===== src/rtl/r2mdc_stage_ctrl.sv =====
// r2mdc_stage_ctrl: beat sequencer for one radix-2 MDC FFT stage.
// Drives twiddle index, commutator select, delay-line enable and framing.
module r2mdc_stage_ctrl #(
   parameter int N     = 16,
   parameter int STAGE = 0
) (
   input  logic                   clk,
   input  logic                   rst,
   input  logic                   in_valid,
   input  logic                   in_sof,
   output logic                   in_ready,
   output logic [$clog2(N)-2:0]   tw_addr,
   output logic                   bf_valid,
   output logic                   sw_sel,
   output logic                   dl_en,
   output logic                   out_valid,
   output logic                   out_sof,
   output logic                   out_eof,
   output logic                   err
);

   localparam int LOGN = $clog2(N);
   localparam int AW   = LOGN - 1;
   localparam int KW   = LOGN;
   localparam int HALF = N / 2;
   localparam int D    = N >> (STAGE + 1);
   localparam int LOGD = $clog2(D);

   localparam logic [AW-1:0] DMASK = AW'(D - 1);
   localparam logic [AW-1:0] CLAST = AW'(HALF - 1);
   localparam logic [AW:0]   FD    = (AW + 1)'(D);
   localparam logic [KW-1:0] KD    = KW'(D);
   localparam logic [KW-1:0] KLAST = KW'(HALF + D - 1);

   typedef enum logic [1:0] {IDLE, RUN, FLUSH} state_t;

   state_t        state;
   logic [AW-1:0] cnt;
   logic [AW-1:0] c;
   logic [AW:0]   cx;
   logic [AW:0]   fc;
   logic [KW-1:0] k;
   logic [KW-1:0] kc;
   logic          acc;
   logic          sof_beat;
   logic          run_beat;
   logic          beat;
   logic          pulse;
   logic          err_nxt;

   assign in_ready = (state != FLUSH);

   // c/kc are the beat and pulse indices this cycle; a SOF restarts both
   always_comb begin
      acc      = in_valid & in_ready;
      sof_beat = acc & in_sof;
      run_beat = acc & ~in_sof & (state == RUN);
      beat     = sof_beat | run_beat;
      pulse    = beat | (state == FLUSH);
      c        = sof_beat ? '0 : cnt;
      cx       = {1'b0, c};
      kc       = sof_beat ? '0 : k;
      err_nxt  = (sof_beat & (state == RUN) & (cnt != '0))
               | (acc & ~in_sof & (state == IDLE));
   end

   always_ff @(posedge clk or posedge rst) begin
      if (rst) begin
         state     <= IDLE;
         cnt       <= '0;
         fc        <= '0;
         k         <= '0;
         tw_addr   <= '0;
         sw_sel    <= 1'b0;
         bf_valid  <= 1'b0;
         dl_en     <= 1'b0;
         out_valid <= 1'b0;
         out_sof   <= 1'b0;
         out_eof   <= 1'b0;
         err       <= 1'b0;
      end else begin
         err       <= err_nxt;
         bf_valid  <= beat;
         dl_en     <= pulse;
         out_valid <= pulse & (kc >= KD);
         out_sof   <= pulse & (kc == KD);
         out_eof   <= pulse & (kc == KLAST);
         if (pulse)
            k <= kc + KW'(1);
         if (beat) begin
            tw_addr <= (c & DMASK) << STAGE;
            sw_sel  <= cx[LOGD];
         end
         unique case (state)
            IDLE: begin
               if (sof_beat) begin
                  cnt   <= AW'(1);
                  state <= RUN;
               end
            end
            RUN: begin
               if (sof_beat) begin
                  cnt <= AW'(1);
               end else if (run_beat) begin
                  if (cnt == CLAST) begin
                     cnt   <= '0;
                     fc    <= FD;
                     state <= FLUSH;
                  end else begin
                     cnt <= cnt + AW'(1);
                  end
               end
            end
            FLUSH: begin
               fc <= fc - (AW + 1)'(1);
               if (fc == (AW + 1)'(1))
                  state <= IDLE;
            end
            default: state <= IDLE;
         endcase
      end
   end

endmodule

===== config.mk =====
export PLATFORM = sky130hd
export DESIGN_NAME = r2mdc_stage_ctrl
export DESIGN_NICKNAME = d
export VERILOG_FILES = /design/src/rtl/r2mdc_stage_ctrl.sv
export SDC_FILE = /design/constraint.sdc
export NUM_CORES = 1
export LEC_CHECK = 0
export ABC_AREA = 0
export CAP_MARGIN = 20
export CORE_ASPECT_RATIO = 1.2
export CORE_MARGIN = 8
export CORE_UTILIZATION = 40
export DETAILED_ROUTE_END_ITERATION = 8
export GPL_ROUTABILITY_DRIVEN = 0
export GPL_TIMING_DRIVEN = 0
export PLACE_DENSITY = 0.6
export SYNTH_ARGS = -nofsm -noshare
export SYNTH_HDL_FRONTEND = slang
export SYNTH_SLANG_ARGS = --single-unit

===== constraint.sdc =====
create_clock -name clk -period 3.3 [get_ports clk]
set_input_delay 0.66 -clock clk [delete_from_list [all_inputs] [get_ports clk]]
set_output_delay 0.66 -clock clk [all_outputs]
set_load 0.02 [all_outputs]

==> results.md, run 1 <==
Placed design:
- Including well taps, the total number of placed cells is around 150.
- The setup slack at placement is approximately 1.1 ns.
- In this run the tool buffered the top-level ports with 12 buffer cells.
- The estimated wirelength of the detail-placed design is ~1.5 mm.

STA:
- At the pin with the least slew margin, the transition time is slightly above 0.8 ns.
- The minimum clock period after layout is between 2 and 2.5 ns.
- The slack of the critical path is between 0.9 and 1 ns.
- The final hold violation count is 0.
- In the finished design, the share of the clock period the worst path needs comes to 0.727.
- Setup violations remaining at the end of the flow were counted as 0.
- Setup repair after global routing left no endpoint under its margin.
- For this run, the top clock speed supported by timing is 0.417 GHz.
- The relative slew slack is 0.456.
- The setup skew after layout is ~0.0009 ns.
- The number of max-slew violations in the final report is 0.
- The setup TNS is 0 ns.

Drt:
- The post-detailed-route count of antenna-violating nets is 0.
- Dividing the detail-routed wire length by the instance count gives 13.0 µm.
- The routed via count is slightly below 800.
- The routed design has 1.96 mm of wire.
- The average via count per standard cell is about 5.1.
- The detailed-routing iteration count for the pre-antenna-repair pass is 3.
- In the routed design, unresolved DRC markers number 0.
- In this run, the number of DRC markers left after iteration 0 of detailed routing was 16.

Critical path:
- The capturing point of the worst reg2reg path is k[1]$_DFFE_PP0P_.
- The arrival time of data at the critical path endpoint is 1.74 ns.
- The logic depth of the worst register-to-register path is 7.
- The largest fanout on the critical path is 10.
- STA classifies the critical path endpoint as an output pin.
- The setup slack of the most critical reg-to-reg path is around 1.6 ns.
- The type of origin of the critical path is a flip-flop.
- The type of the setup path with the least slack is reg -> out.
- STA puts the critical path data required time at about 2.6 ns.
- The worst register-to-register path begins at state[1]$_DFFE_PP0P_.

Synth:
- The synthesized area per cell is roughly 11 µm².
- The count of synthesis-stage warnings from yosys is 0.
- The gate count of the mapped netlist is slightly above 100.
- By area the synthesized netlist is led by sky130_fd_sc_hd__dfrtp_1 51%, sky130_fd_sc_hd__ha_1 7.0%, sky130_fd_sc_hd__nand2_1 4.2%.
- Synthesis produced a netlist with a net count of 112.
- The share of synthesized area in the top cell type comes to 0.510.
- The count of distinct cell types in the synthesized netlist is 34.
- The largest area contributor in the netlist is sky130_fd_sc_hd__dfrtp_1.
- After synthesis the netlist holds a flip-flop and latch count of 22.
- For this run, the register share of the synthesized area comes to 0.510.
- The post-synthesis instance area is about 1100 µm².

Clock network:
- The number of buffers added by the clock tree synthesis step is 3.
- The setup fix buffers added after clock tree synthesis is 0.
- CTS built an H-tree with a depth of 1.
- After clock tree synthesis, the clock-pin slew on the worst setup and hold paths is approximately 0.11 ns.
- The clock reaches the later pin of the worst-skew pair after ~0.3 ns.
- After clock tree synthesis, the repair step resized 0 gates.
- TritonCTS built the clock tree.
- In this run, post-CTS hold repair placed 0 buffers.
- The cell at the root of the clock tree is sky130_fd_sc_hd__clkbuf_4.
- The longest clock path from root to sink contains 2 buffers.
- The clock sink count is 22.

Die:
- The floorplan step defined a die boundary enclosing between 4000 and 5000 µm².
- The die is 72.9 µm tall.
- The die extent in x is roughly 63 µm.
- The floorplan core area is 2550 µm².
- After floorplanning, the core was divided into 20 placement rows.
- 15 I/O pins were placed.
- The initial utilization of the core area, before any placement, comes to 0.423.

Final layout:
- The final-layout fill cell count is between 200 and 300.
- The layout-stage area growth over the synthesis result is 18.3%.
- The number of non-filler instances in the completed layout is 151.
- The fraction of layout instances using a drive strength above 1 is 0.136.
- The final antenna diode count is 0.
- The flip-flop and latch area is ~550 µm².
- The number of nets in the layout is around 130.
- The footprint of the multi-input gates is around 460 µm².

Min path:
- Along the worst hold path, the cell count comes to 1.
- The type of the tightest min-delay check is reg -> reg.
- The startpoint of the lowest-slack hold path is k[2]$_DFFE_PP0P_.
- For hold timing, the worst endpoint is out_sof$_DFF_PP0_.

GRT:
- The number of antenna violations at the first check in global routing is 0.
- The largest net degree at the start of global routing is 23.
- The first global-routing pass estimated roughly 3.6 mm of wire.
- The overflow left after global routing is 0.
- The number of global-route vias before repair is between 700 and 800.
- The overall global routing resource usage is 0.0955.

Flow run:
- Across the run, the number of max-cap violations was 0.

Status:
- The flow ran to the end, and the final reports show no timing, DRC or antenna violations.

Power:
- The peak ir drop on the vdd network is roughly 340 µV.
- The power density relative to cell area is about 550 nW/µm².
- The static power due to leakage is 0.578 nW.
-- cells in the final DEF (no fill, tap or decap), types with 2 or more instances in the layout --
cell type                         instances
sky130_fd_sc_hd__dfrtp_1                 22
sky130_fd_sc_hd__nand3_1                  2
sky130_fd_sc_hd__buf_4                    2
sky130_fd_sc_hd__nand2_1                 12
sky130_fd_sc_hd__nor2_1                   4
sky130_fd_sc_hd__clkbuf_4                 3
sky130_fd_sc_hd__inv_1                    8
sky130_fd_sc_hd__o21ai_2                  2
sky130_fd_sc_hd__o21a_1                   3
sky130_fd_sc_hd__nor3b_1                  2
sky130_fd_sc_hd__a31oi_1                  2
sky130_fd_sc_hd__clkdlybuf4s50_1         12
sky130_fd_sc_hd__o21ai_1                  5
sky130_fd_sc_hd__ha_1                     6
sky130_fd_sc_hd__a22o_1                   5
sky130_fd_sc_hd__o21ai_0                  2
sky130_fd_sc_hd__a21oi_1                  5
sky130_fd_sc_hd__nor2b_1                  2
-- where the power goes --
group	internal [mW]	switching, mW
Combinational	0.0928	0.0909
Clock	0.0672	0.0758
Sequential	0.327	0.0551
Total	0.487	0.222
-- cells by family after synthesis --
logic type / after synthesis / synth area share
AOI/OAI and AO/OA: 26 / 0.160
xor gates and xnor gates: 2 / 0.0162
adders and majority gates: 6 / 0.0695
buffers and inverters: 13 / 0.0626
DFF: 22 / 0.510
muxes: 1 / 0.0104
other: 1 / 0.00347
and+or+nand+nor: 31 / 0.168
-- cells in the mapped netlist --
master / number
sky130_fd_sc_hd__o21ai_1: 5
sky130_fd_sc_hd__nor3b_2: 1
sky130_fd_sc_hd__nand2_1: 12
sky130_fd_sc_hd__nand3_1: 2
sky130_fd_sc_hd__buf_4: 2
sky130_fd_sc_hd__a31oi_1: 2
sky130_fd_sc_hd__nand2_2: 1
sky130_fd_sc_hd__nor2_1: 4
sky130_fd_sc_hd__nand4b_1: 1
sky130_fd_sc_hd__o21ai_0: 2
sky130_fd_sc_hd__a221oi_1: 1
sky130_fd_sc_hd__o21ai_2: 2
sky130_fd_sc_hd__a21oi_1: 5
sky130_fd_sc_hd__nor3b_1: 2
sky130_fd_sc_hd__and2_1: 1
sky130_fd_sc_hd__mux2_1: 1
sky130_fd_sc_hd__xor2_1: 1
sky130_fd_sc_hd__inv_4: 1
sky130_fd_sc_hd__nor3_4: 1
sky130_fd_sc_hd__ha_1: 6
sky130_fd_sc_hd__buf_2: 1
sky130_fd_sc_hd__a22o_1: 5
sky130_fd_sc_hd__xnor2_1: 1
sky130_fd_sc_hd__a211oi_1: 1
sky130_fd_sc_hd__inv_1: 8
sky130_fd_sc_hd__and3_1: 1
sky130_fd_sc_hd__buf_6: 1
sky130_fd_sc_hd__nor2b_1: 2
sky130_fd_sc_hd__nor3_1: 1
sky130_fd_sc_hd__conb_1: 1
sky130_fd_sc_hd__dfrtp_1: 22
sky130_fd_sc_hd__nor4_2: 1
sky130_fd_sc_hd__o21a_1: 3
sky130_fd_sc_hd__and2b_4: 1
-- stage by stage --
stage	power [mW]	util	hold WS [ns]	cell area (µm²)
after global routing	0.765	0.500	0.531	1280
after CTS	0.720	0.500	0.501	1280
after detailed placement	0.574	0.486	0.482	1240
after floorplan	0.507	-	0.456	1080
after global placement	0.565	0.486	0.472	1240
final	0.709	0.500	0.497	1280
-- registers in the layout (all words and copies together), names as in the netlist --
name	cells
err	1
k	4
out_sof	1
bf_valid	1
dl_en	1
out_valid	1
fc	4
tw_addr	3
cnt	3
state	2
out_eof	1
-- critical path, cell delays in order (launching register included) --
cell and delay, ns:
sky130_fd_sc_hd__dfrtp_1 0.39, sky130_fd_sc_hd__buf_6 0.14, sky130_fd_sc_hd__and2b_4 0.20, sky130_fd_sc_hd__inv_4 0.09, sky130_fd_sc_hd__clkdlybuf4s50_1 0.61
-- per-layer routing --
layer	share of wire	up-vias	track usage	routed length [µm]
li1	-	380	-	-
met1	0.44	376	0.106	860
met2	0.51	11	0.165	998
met3	0.043	4	0.0323	84
met4	0.0097	0	0.0372	19
met5	0	-	0	0
-- area by class of cell --
| cell class | count | share of cell area |
|---|---|---|
| Clock buffer | 4 | 0.0284 |
| Buffer | 4 | 0.0245 |
| Timing Repair Buffer | 12 | 0.0940 |
| Inverter | 9 | 0.0284 |
| Tap cell | 33 | 0.0323 |
| Multi-Input combinational cell | 67 | 0.361 |
| Sequential cell | 22 | 0.431 |
-- worst max path at each step --
stage                        to  cells past startpoint  slack, ns                 start
2_1_floorplan  k[1]$_DFFE_PP0P_                      5       1.67                in_sof
3_3_place_gp   k[1]$_DFFE_PP0P_                      5       1.14              in_valid
3_5_place_dp   k[1]$_DFFE_PP0P_                      5       1.12              in_valid
4_1_cts                in_ready                      4       0.88  state[1]$_DFFE_PP0P_
5_1_grt                in_ready                      4       0.83  state[1]$_DFFE_PP0P_
6_report               in_ready                      4       0.90  state[1]$_DFFE_PP0P_
No activity file was read; power rests on OpenSTA's default activity.
==> run 2: changes to the inputs <==
Settings changed: PLACE_DENSITY 0.6 to 0.63.
Clock period 3.3 ns to 2.2 ns, I/O delays scaled along.
==> run 2 against run 1 <==
  * Final cell count unchanged
  * Hold slack worse by 0.0096 ns
  * Critical path type unchanged
  * Cell area grew 1.2%
==> results.md, run 2 (same netlist as run 1, synthesis figures left out) <==
Flow run:
- The number of violations of the max-capacitance limit is 0.

Drt:
- The final routed wirelength across all metal layers is roughly 2 mm.
- Summed over all nets, wire length on met2 after detailed routing comes to around 1000 µm.
- The post-detailed-route count of antenna-violating nets is 0.
- The first detailed-routing pass took 4 iterations.
- Routed signal wires occupy layers up through met4.
- The routed layout has 782 vias.
- The wire length per cell is approximately 13 µm.
- After detailed routing, the number of remaining DRC violations is 0.
- The routed design uses 74 µm of met3 wire.
- Using the TritonRoute via totals, the vias-per-cell ratio works out to 5.18.
- The number of DRC markers after the initial detailed-route iteration is 19.
- The sum of routed wire segments on met1 is ~900 µm.

Die:
- The die covers between 4000 and 5000 µm².
- Pin placement for this block handled 15 I/O pins.
- In this run the horizontal extent of the chip is approximately 63 µm.
- The number of rows in the core area is 20.
- The height of the die is 72.9 µm.
- The initial utilization of the core area, before any placement, comes to 0.423.
- The floorplan core area is 2550 µm².

GRT:
- The number of global-route vias before repair is 859.
- Entering global routing, the biggest net connects 23 pins.
- The overflow left after global routing is 0.
- The first global-routing pass estimated approximately 3.6 mm of wire.
- The number of antenna violations at the first check in global routing is 0.
- For this run, the total global-route usage over all layers was measured as 0.0942.

STA:
- The final hold violation count is 0.
- The achievable frequency is between 0.5 and 0.6 GHz.
- The slack of the critical path is between 0.2 and 0.3 ns.
- Setup repair after global routing left no endpoint under its margin.
- The number of max-slew violations in the final report is 0.
- In the final timing run, aggregate negative setup slack is 0 ns.
- Of the available clock period, the critical path in the final layout requires 0.872.
- The final count of negative-setup-slack endpoints is 0.
- The worst pin sits at a relative slew slack of 0.447.
- The setup skew after layout is ~0.0044 ns.
- The minimum clock period after layout is ~1.9 ns.
- At the pin with the least slew margin, the transition time is around 0.83 ns.
- The worst-case hold slack is roughly 0.49 ns.

Power:
- The analysis attributes to cell leakage a power of 0.583 nW.
- Power spread over the standard cell area amounts to slightly below 900 nW/µm².
- The peak ir drop on the vdd network is between 400 and 500 µV.
- The relative contribution of sequential cells to total power is 0.494.
- The reported net switching power is 0.340 mW.
- The switching fraction of total power is 0.295.
- The total power of the final layout is approximately 1.2 mW.
- The share of total power dissipated in the clock network is 0.269.
- The cell-internal power is between 0.8 and 0.9 mW.
- The share of total power dissipated in combinational logic is 0.237.

Critical path:
- The setup path with the least slack is of type reg -> out.
- The reg-to-reg critical path startpoint is state[1]$_DFFE_PP0P_.
- STA puts the critical path data required time at ~1.8 ns.
- The worst register-to-register path ends at k[1]$_DFFE_PP0P_.
- The setup slack of the most critical reg-to-reg path is between 0.5 and 0.6 ns.
- The element type at the critical path end is an output pin.
- The arrival time of data at the critical path endpoint is roughly 1.5 ns.
- Measured in cells, the most critical reg-to-reg path has a length of 7.
- The type of origin of the critical path is a flip-flop.
- Along the worst path, the maximum fanout reaches 10.

Clock network:
- The number of setup buffers added after CTS is 0.
- The clock passes through at most 2 buffers.
- The clock sink count is 22.
- The number of buffers added by the clock tree synthesis step is 3.
- In this run the number of H-tree levels came out at 1.
- The cell at the root of the clock tree is sky130_fd_sc_hd__clkbuf_4.
- TritonCTS built the clock tree.
- The clock transition at the registers of the reported paths is approximately 0.13 ns.
- At the later pin of the worst-skew pair, clock insertion delay measures approximately 0.3 ns.
- Buffers inserted to repair hold after CTS numbered 0.
- The number of gates resized after CTS was 1.

Final layout:
- 0 antenna diodes ended up in the layout.
- The number of nets in the layout is approximately 130.
- The fraction of layout instances using a drive strength above 1 is 0.136.
- At the end of the flow the core is filled with cells to 0.506.
- In the layout the commonest cells are 22 x sky130_fd_sc_hd__dfrtp_1, 12 x sky130_fd_sc_hd__nand2_1, 11 x sky130_fd_sc_hd__clkdlybuf4s50_1.
- Once layout is complete, the cells apart from fillers number roughly 150.
- The library cell used most frequently in the layout, excluding fill and tap cells, is sky130_fd_sc_hd__dfrtp_1.
- The layout has roughly 250 filler cells.
- The largest registers in the layout are fc (4), k (4).
- The finished cells cover between 1000 and 1500 µm².
- The layout-stage area growth over the synthesis result is 19.7%.

Placed design:
- The cell count after placement is about 150.
- The estimated wirelength of the detail-placed design is roughly 1.5 mm.
- Once placement finished, the instance area stood at 1240 µm².
- Timing analysis after detailed placement gives a worst setup slack of about 0.22 ns.
- Input and output buffers added on the ports amount to 12.

Min path:
- The type of the tightest min-delay check is in -> reg.
- In this run the most critical hold path is launched from in_sof.
- The endpoint of the worst hold path is state[0]$_DFFE_PP0P_.
- The number of cells on the worst hold path is 3.

Status:
- The flow ran to the end, and the final reports show no timing, DRC or antenna violations.
==> run 2: cell count changes in the layout (fill, tap and decap cells not counted), sizes merged <==
cell,previous run,this run
dlygate4sd2,0,1
clkbuf,4,3
clkdlybuf4s50,12,11
bufinv,0,1
==> run 2: worst max-delay path, stage by stage (launching register included) <==
cell,delay [ns]
sky130_fd_sc_hd__dfrtp_1,0.39
sky130_fd_sc_hd__buf_6,0.14
sky130_fd_sc_hd__and2b_4,0.20
sky130_fd_sc_hd__inv_4,0.10
sky130_fd_sc_hd__dlygate4sd2_1,0.34
==> run 2: layout make-up <==
cell class | count | area (µm²) | share of cell area
timing repair buffer | 12 | 119 | 0.0920
tap | 33 | 41.3 | 0.0319
multi-input combinational | 67 | 462 | 0.357
sequential | 22 | 551 | 0.426
clock buffer | 3 | 22.5 | 0.0174
buffer | 4 | 31.3 | 0.0242
clock inverter | 1 | 30.0 | 0.0232
inverter | 9 | 36.3 | 0.0281
==> run 2: worst max-delay path by stage <==
| stage | end | cells after the start | from | slack [ns] |
|---|---|---|---|---|
| 6_report | in_ready | 4 | state[1]$_DFFE_PP0P_ | 0.28 |
| 5_1_grt | in_ready | 4 | state[1]$_DFFE_PP0P_ | 0.23 |
| 4_1_cts | in_ready | 4 | state[1]$_DFFE_PP0P_ | 0.27 |
| 3_5_place_dp | out_sof$_DFF_PP0_ | 5 | in_valid | 0.22 |
| 3_3_place_gp | k[1]$_DFFE_PP0P_ | 5 | in_valid | 0.27 |
| 2_1_floorplan | k[1]$_DFFE_PP0P_ | 7 | state[1]$_DFFE_PP0P_ | 0.62 |
==> run 2: layer usage <==
metal / up-vias / global-route usage
li1: 380 / -
met1: 387 / 0.104
met2: 13 / 0.165
met3: 2 / 0.0292
met4: 0 / 0.0372
met5: - / 0
==> run 2: power groups by stage <==
stage / clock network, mW / registers [mW] / logic [mW]
finish: 0.310 / 0.570 / 0.273
CTS: 0.316 / 0.571 / 0.281
global placement: 0 / 0.575 / 0.272
detailed placement: 0 / 0.578 / 0.280
floorplan: 0 / 0.585 / 0.175
global route: 0.326 / 0.586 / 0.312
==> run 3: changes to the inputs <==
Settings changed: CAP_MARGIN 20 to 10.
==> results of run 3 <==
Same layout as run 2: the final DEF is identical, and so are final timing and power.
